<file path="config.mk">
export PLATFORM = sky130hd
export DESIGN_NAME = nes_controller_port
export DESIGN_NICKNAME = d
export VERILOG_FILES = /design/src/rtl/nes_controller_port.sv
export SDC_FILE = /design/constraint.sdc
export NUM_CORES = 1
export LEC_CHECK = 0
export BUFFER_PORTS_ARGS = -buffer_cell sky130_fd_sc_hd__buf_2
export CORE_MARGIN = 10
export CORE_UTILIZATION = 42
export DETAILED_ROUTE_END_ITERATION = 8
export SETUP_SLACK_MARGIN = 0.2
export SYNTH_ARGS = -nofsm -noshare
export SYNTH_HDL_FRONTEND = slang
export SYNTH_SLANG_ARGS = --single-unit
</file>
<file path="constraint.sdc">
create_clock -name clk -period 2.1 [get_ports clk]
set_input_delay 0.315 -clock clk [delete_from_list [all_inputs] [get_ports clk]]
set_output_delay 0.315 -clock clk [all_outputs]
set_load 0.05 [all_outputs]
</file>
<file path="src/rtl/nes_controller_port.sv">
// nes_controller_port: NES $4016/$4017 controller port.
// A strobe write latches the pads; on the strobe fall a capture FSM clocks
// eight bits out of each pad into a snapshot that CPU reads then shift out.
// Optional feature macro: NES_CONTROLLER_PORT_CONTROLLER2_EN builds pad 2
// (pad2Clock, pad2Data and the $4017 read path).
`timescale 1ns/1ps
module nes_controller_port #(
  parameter int unsigned CLK_DIV  = 4,
  parameter logic [7:0]  OPEN_BUS = 8'h40
) (
  input  logic       clk,
  input  logic       reset_n,
  input  logic       cpuRW,
  input  logic       controller1Enable,
  input  logic       controller2Enable,
  input  logic [7:0] cpuData,
  output logic [7:0] controller1Data,
  output logic [7:0] controller2Data,
  output logic       padLatch,
  output logic       pad1Clock,
  input  logic       pad1Data
`ifdef NES_CONTROLLER_PORT_CONTROLLER2_EN
  ,
  output logic       pad2Clock,
  input  logic       pad2Data
`endif
);

`ifdef NES_CONTROLLER_PORT_CONTROLLER2_EN
  localparam int NPORTS = 2;
`else
  localparam int NPORTS = 1;
`endif

  localparam logic [7:0] DIV_LAST = 8'(CLK_DIV - 1);

  typedef enum logic [1:0] {IDLE, LATCH, SAMPLE, CLOCK} captureStateT;

  logic              strobeReg;
  logic              strobeNext;
  logic              strobeWrite;
  logic              strobeRise;
  logic              strobeFall;
  captureStateT      stateReg;
  captureStateT      stateNext;
  logic [7:0]        divReg;
  logic [7:0]        divNext;
  logic [2:0]        bitIdxReg;
  logic [2:0]        bitIdxNext;
  logic              divLast;
  logic              busy;
  logic              capLoad;
  logic              captureDone;
  logic              padLatchReg;
  logic              padClockReg;
  logic [NPORTS-1:0] padDataVec;
  logic [NPORTS-1:0] enableVec;
  logic [7:0]        portData [NPORTS];
  logic              unusedCpuData;

  // Only bit 0 of a $4016 write is meaningful.
  assign unusedCpuData = ^cpuData[7:1];

  assign padDataVec[0] = pad1Data;
  assign enableVec[0]  = controller1Enable;
`ifdef NES_CONTROLLER_PORT_CONTROLLER2_EN
  assign padDataVec[1] = pad2Data;
  assign enableVec[1]  = controller2Enable;
`endif

  // Strobe edges are taken against the value being written this cycle so the
  // FSM reacts on the same edge the strobe register changes.
  assign strobeWrite = ~controller1Enable & ~cpuRW;
  assign strobeNext  = strobeWrite ? cpuData[0] : strobeReg;
  assign strobeRise  = ~strobeReg & strobeNext;
  assign strobeFall  = strobeReg & ~strobeNext;
  assign busy        = (stateReg != IDLE);
  assign divLast     = (divReg == DIV_LAST);

  // Strobe register, written by $4016 stores.
  always_ff @(posedge clk or negedge reset_n) begin
    if (!reset_n) strobeReg <= 1'b0;
    else          strobeReg <= strobeNext;
  end

  // Capture FSM state, divider and bit index registers.
  always_ff @(posedge clk or negedge reset_n) begin
    if (!reset_n) begin
      stateReg  <= IDLE;
      divReg    <= 8'd0;
      bitIdxReg <= 3'd0;
    end else begin
      stateReg  <= stateNext;
      divReg    <= divNext;
      bitIdxReg <= bitIdxNext;
    end
  end

  // Capture FSM next state: latch, then alternate sample-low / clock-high.
  always_comb begin
    stateNext   = stateReg;
    divNext     = divReg;
    bitIdxNext  = bitIdxReg;
    capLoad     = 1'b0;
    captureDone = 1'b0;
    case (stateReg)
      IDLE: begin
        divNext    = 8'd0;
        bitIdxNext = 3'd0;
        if (strobeFall) stateNext = LATCH;
      end
      LATCH: begin
        if (divLast) begin
          stateNext = SAMPLE;
          divNext   = 8'd0;
        end else begin
          divNext = divReg + 8'd1;
        end
      end
      SAMPLE: begin
        if (divLast) begin
          capLoad = 1'b1;
          divNext = 8'd0;
          if (bitIdxReg == 3'd7) begin
            stateNext   = IDLE;
            captureDone = 1'b1;
            bitIdxNext  = 3'd0;
          end else begin
            stateNext = CLOCK;
          end
        end else begin
          divNext = divReg + 8'd1;
        end
      end
      CLOCK: begin
        if (divLast) begin
          stateNext  = SAMPLE;
          bitIdxNext = bitIdxReg + 3'd1;
          divNext    = 8'd0;
        end else begin
          divNext = divReg + 8'd1;
        end
      end
      default: stateNext = IDLE;
    endcase
    // Re-raising the strobe mid-capture throws the capture away.
    if (busy && strobeRise) begin
      stateNext   = IDLE;
      divNext     = 8'd0;
      bitIdxNext  = 3'd0;
      capLoad     = 1'b0;
      captureDone = 1'b0;
    end
  end

  // Pad-facing lines are registered from the next state to keep them glitch-free.
  always_ff @(posedge clk or negedge reset_n) begin
    if (!reset_n) begin
      padLatchReg <= 1'b0;
      padClockReg <= 1'b0;
    end else begin
      padLatchReg <= strobeNext | (stateNext == LATCH);
      padClockReg <= (stateNext == CLOCK);
    end
  end

  assign padLatch  = padLatchReg;
  assign pad1Clock = padClockReg;
`ifdef NES_CONTROLLER_PORT_CONTROLLER2_EN
  assign pad2Clock = padClockReg;
`endif

  // Per-pad capture shift-in, snapshot and CPU read pointer.
  for (genvar gi = 0; gi < NPORTS; gi++) begin : portGen
    logic [7:0] capReg;
    logic [7:0] capNext;
    logic [7:0] readReg;
    logic [3:0] readIdxReg;
    logic       enableDlyReg;
    logic       readPendingReg;
    logic       readAccess;
    logic       enableRise;
    logic       advance;
    logic       readBit;

    assign readAccess = ~enableVec[gi] & cpuRW;
    assign enableRise = enableVec[gi] & ~enableDlyReg;
    assign advance    = enableRise & readPendingReg & ~strobeReg & ~busy & ~readIdxReg[3];

    // Capture bit insertion for the sample currently completing.
    always_comb begin
      capNext = capReg;
      if (capLoad) capNext[bitIdxReg] = ~padDataVec[gi];
    end

    // Capture buffer, snapshot, read pointer and access tracking.
    always_ff @(posedge clk or negedge reset_n) begin
      if (!reset_n) begin
        capReg         <= 8'd0;
        readReg        <= 8'd0;
        readIdxReg     <= 4'd8;
        enableDlyReg   <= 1'b1;
        readPendingReg <= 1'b0;
      end else begin
        capReg       <= capNext;
        enableDlyReg <= enableVec[gi];
        if (enableRise)      readPendingReg <= 1'b0;
        else if (readAccess) readPendingReg <= 1'b1;
        if (captureDone) begin
          readReg    <= capNext;
          readIdxReg <= 4'd0;
        end else if (advance) begin
          readIdxReg <= readIdxReg + 4'd1;
        end
      end
    end

    // Read bit: live pad while strobing, else snapshot bit, then ones.
    always_comb begin
      readBit = 1'b1;
      if (strobeReg)          readBit = ~padDataVec[gi];
      else if (!readIdxReg[3]) readBit = readReg[readIdxReg[2:0]];
    end

    assign portData[gi] = readAccess ? {OPEN_BUS[7:1], readBit} : 8'h00;
  end

  assign controller1Data = portData[0];
`ifdef NES_CONTROLLER_PORT_CONTROLLER2_EN
  assign controller2Data = portData[1];
`else
  assign controller2Data = (~controller2Enable & cpuRW) ? {OPEN_BUS[7:1], 1'b0} : 8'h00;
`endif

endmodule

</file>
# Yosys cells after proc, flatten, opt, wreduce, memory -nomap -nowiden
# Index checks and enable logic that the tools add are counted.
# word_totals
out_inout_bits	18
word_cells	93
register_bits	38
inputBits	14
# classes
n_mux	36
n_eq_ne	10
n_addsub	3
reduce_logical	10
n_lt_le_gt_ge	3
bitwise	20
# op_table
cell	count
8-bit 2-to-1 mux	3
8-bit one-hot mux with 2 select lines	1
1-bit 2-to-1 mux	14
7-bit 2-to-1 mux	2
3-bit 2-to-1 mux	4
1-bit bitwise AND	10
2-bit 2-to-1 mux	5
3-bit inequality test, second input constant	3
1-bit inverter	9
3-bit one-hot mux with 3 select lines	1
8-bit by 1-bit adder with 8-bit output, second input constant	1
8-bit bitwise mux	1
8-bit by 2-bit equality test with 1-bit output, second input constant	1
3-bit by 4-bit less-than comparator with 1-bit output, second input constant	2
4-bit 2-to-1 mux	2
2-bit equality test, second input constant	3
2-bit one-hot mux with 3 select lines	1
2-bit nonzero test	3
4-bit by 1-bit adder with 4-bit output, second input constant	1
2-bit by 1-bit equality test with 1-bit output, second input constant	2
4-bit AND reduction	1
4-bit nonzero test	1
3-bit by 1-bit adder with 3-bit output, second input constant	1
1-bit binary-select mux with 3-bit select	1
other kinds (8)	9

# Depth between registers and ports, before layout
# depth
ltp_word	10
mapped_depth	7
mapped_depth_nobuf	6

# Worst setup path before layout
# No wires, ideal clock.
# synth_timing
path_type	register to output
start	reg portGen[0].readIdxReg[1]
end	out controller1Data[0]
slack_ns	-1.604
stages_incl_launch_ff	5
required_time_ns	1.785
n_path_buf	0
t_arrival_ns	3.389
cell_sequence	dfrtp_1 > mux4_2 > nor2b_1 > a2111oi_0 > a2111oi_0
# synth_via
elab_chain_len	5
# synth_rtl
element	line	rtl
start: declaration	178	logic [3:0] readIdxReg;
start signal: assignment	213	readIdxReg <= readIdxReg + 4'd1;
1-bit binary-select mux with 3-bit select	222	else if (!readIdxReg[3]) readBit = readReg[readIdxReg[2:0]];
1-bit 2-to-1 mux (not written as such)	222	
1-bit 2-to-1 mux	222	
1-bit 2-to-1 mux	221	if (strobeReg) readBit = ~padDataVec[gi];
7-bit 2-to-1 mux	225	assign portData[gi] = readAccess ? {OPEN_BUS[7:1], readBit} : 8'h00;
end: declaration	17	output logic [7:0] controller1Data,
# No other way between the ends. The select of a mux whose other input is x is not followed.

# Worst setup path after layout
# Same ends and word-level chain as after synthesis.

==> out/summary.md <==
From bottom edge to top edge, the die measures 91.3 µm. The layout overhead on the synthesized area was 18.2%. In the synthesized netlist the async set-or-reset flop fraction comes to 100%.

The startpoint of the worst register-to-register path was bitIdxReg[1]. The proportion of layout cells with a drive suffix above 1 was 28.8%. sky130_fd_sc_hd__dfrtp_1 takes more of the synthesized area than any other cell. The finished layout holds 303 standard cells, fillers aside. Number of max-slew violations in the final report: 0. Once detailed placement completed, the half-perimeter wirelength came to 3.06 mm. In the synthesized netlist the dominant register cell turns out to be sky130_fd_sc_hd__dfrtp_1. The worst hold path belongs to the class input port to asynchronous set/reset pin. Data on the critical path is required at its endpoint by 1780 ps.

By area, the combinational part of the netlist is dominated by simple AND/OR/NAND/NOR gates. Most frequently used cell type in the post-synthesis netlist: sky130_fd_sc_hd__dfrtp_1. The run gives 4 as the first-pass iteration count of the detailed router.

The logs give -119 ps for the worst setup margin and 0.355 mV for the maximum vdd ir drop. At the placement stage, the worst setup path has a slack of 51.0 ps. The mean number of vias per cell works out to 5.08. The source of the critical timing path is portGen[0].readIdxReg[1]. 32 I/O pins were placed. TritonCTS created 5 clock buffers.

The final number of hold-violating endpoints came out at 0. The portion of synthesized area spent on multiplexers is 10.0%. The final route contains 1539 vias.

The count of final setup violators came out at 1. Clock tree synthesis found a total of 38 sinks. In the global route stage, overall resource usage came out at 10.4%.

The logs give 1.07 nW for the reported leakage power and 463 for the number of fill cells. For the total negative setup slack, the log shows -119 ps. The share of the cycle needed by the critical path after routing is 106%, and the number of placed cells counting well taps is 285.

The final reports fail on negative setup slack. The final RePlAce weighted congestion was 0.788; the average wire per standard cell was 14.3 µm. Yosys printed 0 warnings. Global routing finished with a remaining overflow of 0. The floorplan has 25 rows. The proportion of netlist area held by the largest area contributor is 42.2%. The setup path with the least slack is of type flip-flop to primary output. Clock-pin slew was measured on the worst setup and hold paths at 70 ps. The logs give 0 for the count of unresolved DRC violations after routing and 0 for the number of antenna diodes. The number of enable-type register cells in the synthesized netlist came out at 0. DRC marker count from the first detailed-route iteration: 63. Summing the areas of all xor and xnor instances in the mapped netlist gives 3.28% of the synthesized area. TritonCTS built the clock tree. The transition time at the pin with the least slew margin is 601 ps. In this run, synthesis produced a sequential element count of 38. At the later pin of the worst-skew pair, clock insertion delay measures 290 ps. Synthesis instantiated 48 different standard cells from the library. The run gives 59.9% as the worst slew slack as a fraction of its limit. In this run the remaining antenna-violating nets after routing total 0. The setup check on the worst reg-to-reg path leaves a slack of 180 ps. Dividing the synthesized area by the synthesized cell count gives 10.3 µm². Based on the critical path, the design can be clocked at up to 451 MHz. Summing the areas of all compound-gate instances in the mapped netlist gives 11.0% of the synthesized area.

For the placeable core region, the log shows 4820 µm². After detailed routing, the total wire length is 4.35 mm. The floorplan step defined a die boundary enclosing 8340 µm².

The synthesized netlist devotes 2.34% of its cell area to adder and majority cells. Yosys attributes the largest share of cell area to sky130_fd_sc_hd__dfrtp_1 (42%), sky130_fd_sc_hd__buf_4 (5.3%), sky130_fd_sc_hd__nor2_1 (4.0%). Summing the sequential cell areas from Yosys gives 44.6% of the chip area.

Along the worst path, the maximum fanout reaches 3. After the last flow step, the layout net total stands at 253. The clock arrives with 8.77 ps of skew.

Across the run, the number of max-cap violations was 0. For this design the ratio of total power to cell area is 848 nW/µm². After layout, the minimum clock period comes to 2220 ps.

Count of port buffers added during placement: 11. In this run the critical register-to-register path is captured at portGen[0].readReg[0]. Synthesis handed over a netlist of 208 instances. For the via count of the first global-routing pass, the log shows 1482.

Setup repair after global routing could not meet its margin everywhere. The global-route wire length before repair is 7.26 mm, and the effective utilization at floorplan is 44.3%. At the worst endpoint, the arrival time is 1900 ps. The clock passes through at most 2 buffers.

Summing every instance area after synthesis gives 2140 µm². The run finished, with violations left. The commonest cells after synthesis are sky130_fd_sc_hd__dfrtp_1 (36), sky130_fd_sc_hd__nor2_1 (23), sky130_fd_sc_hd__buf_4 (15). The logs give 27 for the pin count of the biggest net entering global routing and 2 for the deepest level of the CTS H-tree.

Counting cells, the worst reg-to-reg path comes to 7. The area share of and/or/nand/nor cells after synthesis was 20.4%. The critical path capture point type is a primary output. The tree is rooted in a sky130_fd_sc_hd__clkbuf_8. The run gives 0 as the number of hold-repair buffers added at the cts stage. The width of the die works out to 91.3 µm. The tools report the startpoint type of the worst setup path as a flip-flop. The number of antenna violations at the first check in global routing came out at 0.
## cells by family after synthesis
family | count (synthesis)
AO/OA/AOI/OAI | 37
XOR/XNOR | 8
adder cells (fa/ha/maj) | 4
buffers and inverters | 29
flip-flops | 38
multiplexers | 16
other | 1
AND/OR/NAND/NOR | 75
## power by group
group          switching (mW)  leakage (nW)  internal [mW]
sequential              0.109         0.467          0.825
clock                   0.255        0.0524          0.356
combinational           0.376         0.553          0.218
total                   0.740          1.07           1.40
## state kept, by name (all words and copies together) (netlist names)
| register | flops |
|---|---|
| divReg | 8 |
| portGen.capReg | 8 |
| portGen.readReg | 8 |
| portGen.readIdxReg | 4 |
| bitIdxReg | 3 |
| stateReg | 2 |
| pad1Clock | 1 |
| padLatch | 1 |
| portGen.enableDlyReg | 1 |
| portGen.readPendingReg | 1 |
| strobeReg | 1 |
## final cells by class
class	count	area, µm²	share of cell area (%)
Tap cell	67	83.8	3.32
Clock buffer	7	76.3	3.02
Clock inverter	1	30.0	1.19
Sequential cell	38	955	37.8
Timing Repair Buffer	30	215	8.53
Inverter	7	26.3	1.04
Multi-Input combinational cell	153	1140	45.1
## through the flow
| stage | hold slack, ps | utilization (%) | area, µm² | power, mW |
|---|---|---|---|---|
| finish | 23.2 | 52.4 | 2520 | 2.14 |
| global route | 62.6 | 52.4 | 2520 | 2.27 |
| CTS | 40.9 | 50.0 | 2410 | 2.15 |
| detailed placement | 361 | 47.4 | 2280 | 1.50 |
| global placement | 358 | 47.4 | 2280 | 1.50 |
| floorplan | 19.4 | - | 2220 | 1.37 |
## how the worst max path moves through the flow
stage / endpoint / slack [ps] / cells after the start
2_1_floorplan: portGen[0].readReg[2] / 200 / 7
3_3_place_gp: controller1Data[0] / 80 / 5
3_5_place_dp: controller1Data[0] / 50 / 5
4_1_cts: controller1Data[0] / -180 / 5
5_1_grt: controller1Data[0] / -240 / 5
6_report: controller1Data[0] / -120 / 5
## cells in the final DEF, fill, tap and decap left out, types with 3 or more instances in the layout
| cell type | count |
|---|---|
| sky130_fd_sc_hd__nor3_1 | 6 |
| sky130_fd_sc_hd__conb_1 | 13 |
| sky130_fd_sc_hd__mux2_4 | 7 |
| sky130_fd_sc_hd__nand3_1 | 6 |
| sky130_fd_sc_hd__nor2_1 | 23 |
| sky130_fd_sc_hd__buf_6 | 4 |
| sky130_fd_sc_hd__o31ai_1 | 9 |
| sky130_fd_sc_hd__clkbuf_8 | 5 |
| sky130_fd_sc_hd__dfrtp_1 | 35 |
| sky130_fd_sc_hd__a21oi_1 | 6 |
| sky130_fd_sc_hd__nand2_1 | 14 |
| sky130_fd_sc_hd__o22ai_1 | 3 |
| sky130_fd_sc_hd__xnor2_1 | 6 |
| sky130_fd_sc_hd__buf_4 | 16 |
| sky130_fd_sc_hd__mux2i_1 | 6 |
| sky130_fd_sc_hd__buf_2 | 10 |
| sky130_fd_sc_hd__o21ai_0 | 13 |
| sky130_fd_sc_hd__inv_1 | 5 |
## worst max-delay path, stage by stage (launching register included)
cell and delay (ps):
sky130_fd_sc_hd__dfrtp_2 400, sky130_fd_sc_hd__mux4_2 490, sky130_fd_sc_hd__nor2b_1 160, sky130_fd_sc_hd__a2111oi_4 330
sky130_fd_sc_hd__a2111oi_4 60, sky130_fd_sc_hd__buf_6 180
## layer usage
layer	up-vias	global-route usage [%]	part of all wire, %
met5	-	0	0
met1	728	13.1	48
met2	34	15.8	46
li1	775	-	-
met3	2	4.12	5.1
met4	0	3.39	0.48
## what timing repair did
action,4_1_cts,5_1_grt
gates cloned,0,1
gates resized for setup,4,11
endpoints found under the setup margin,5,11
pin swaps,0,4
setup buffers,0,9
No activity file was read; power rests on OpenSTA's default activity.
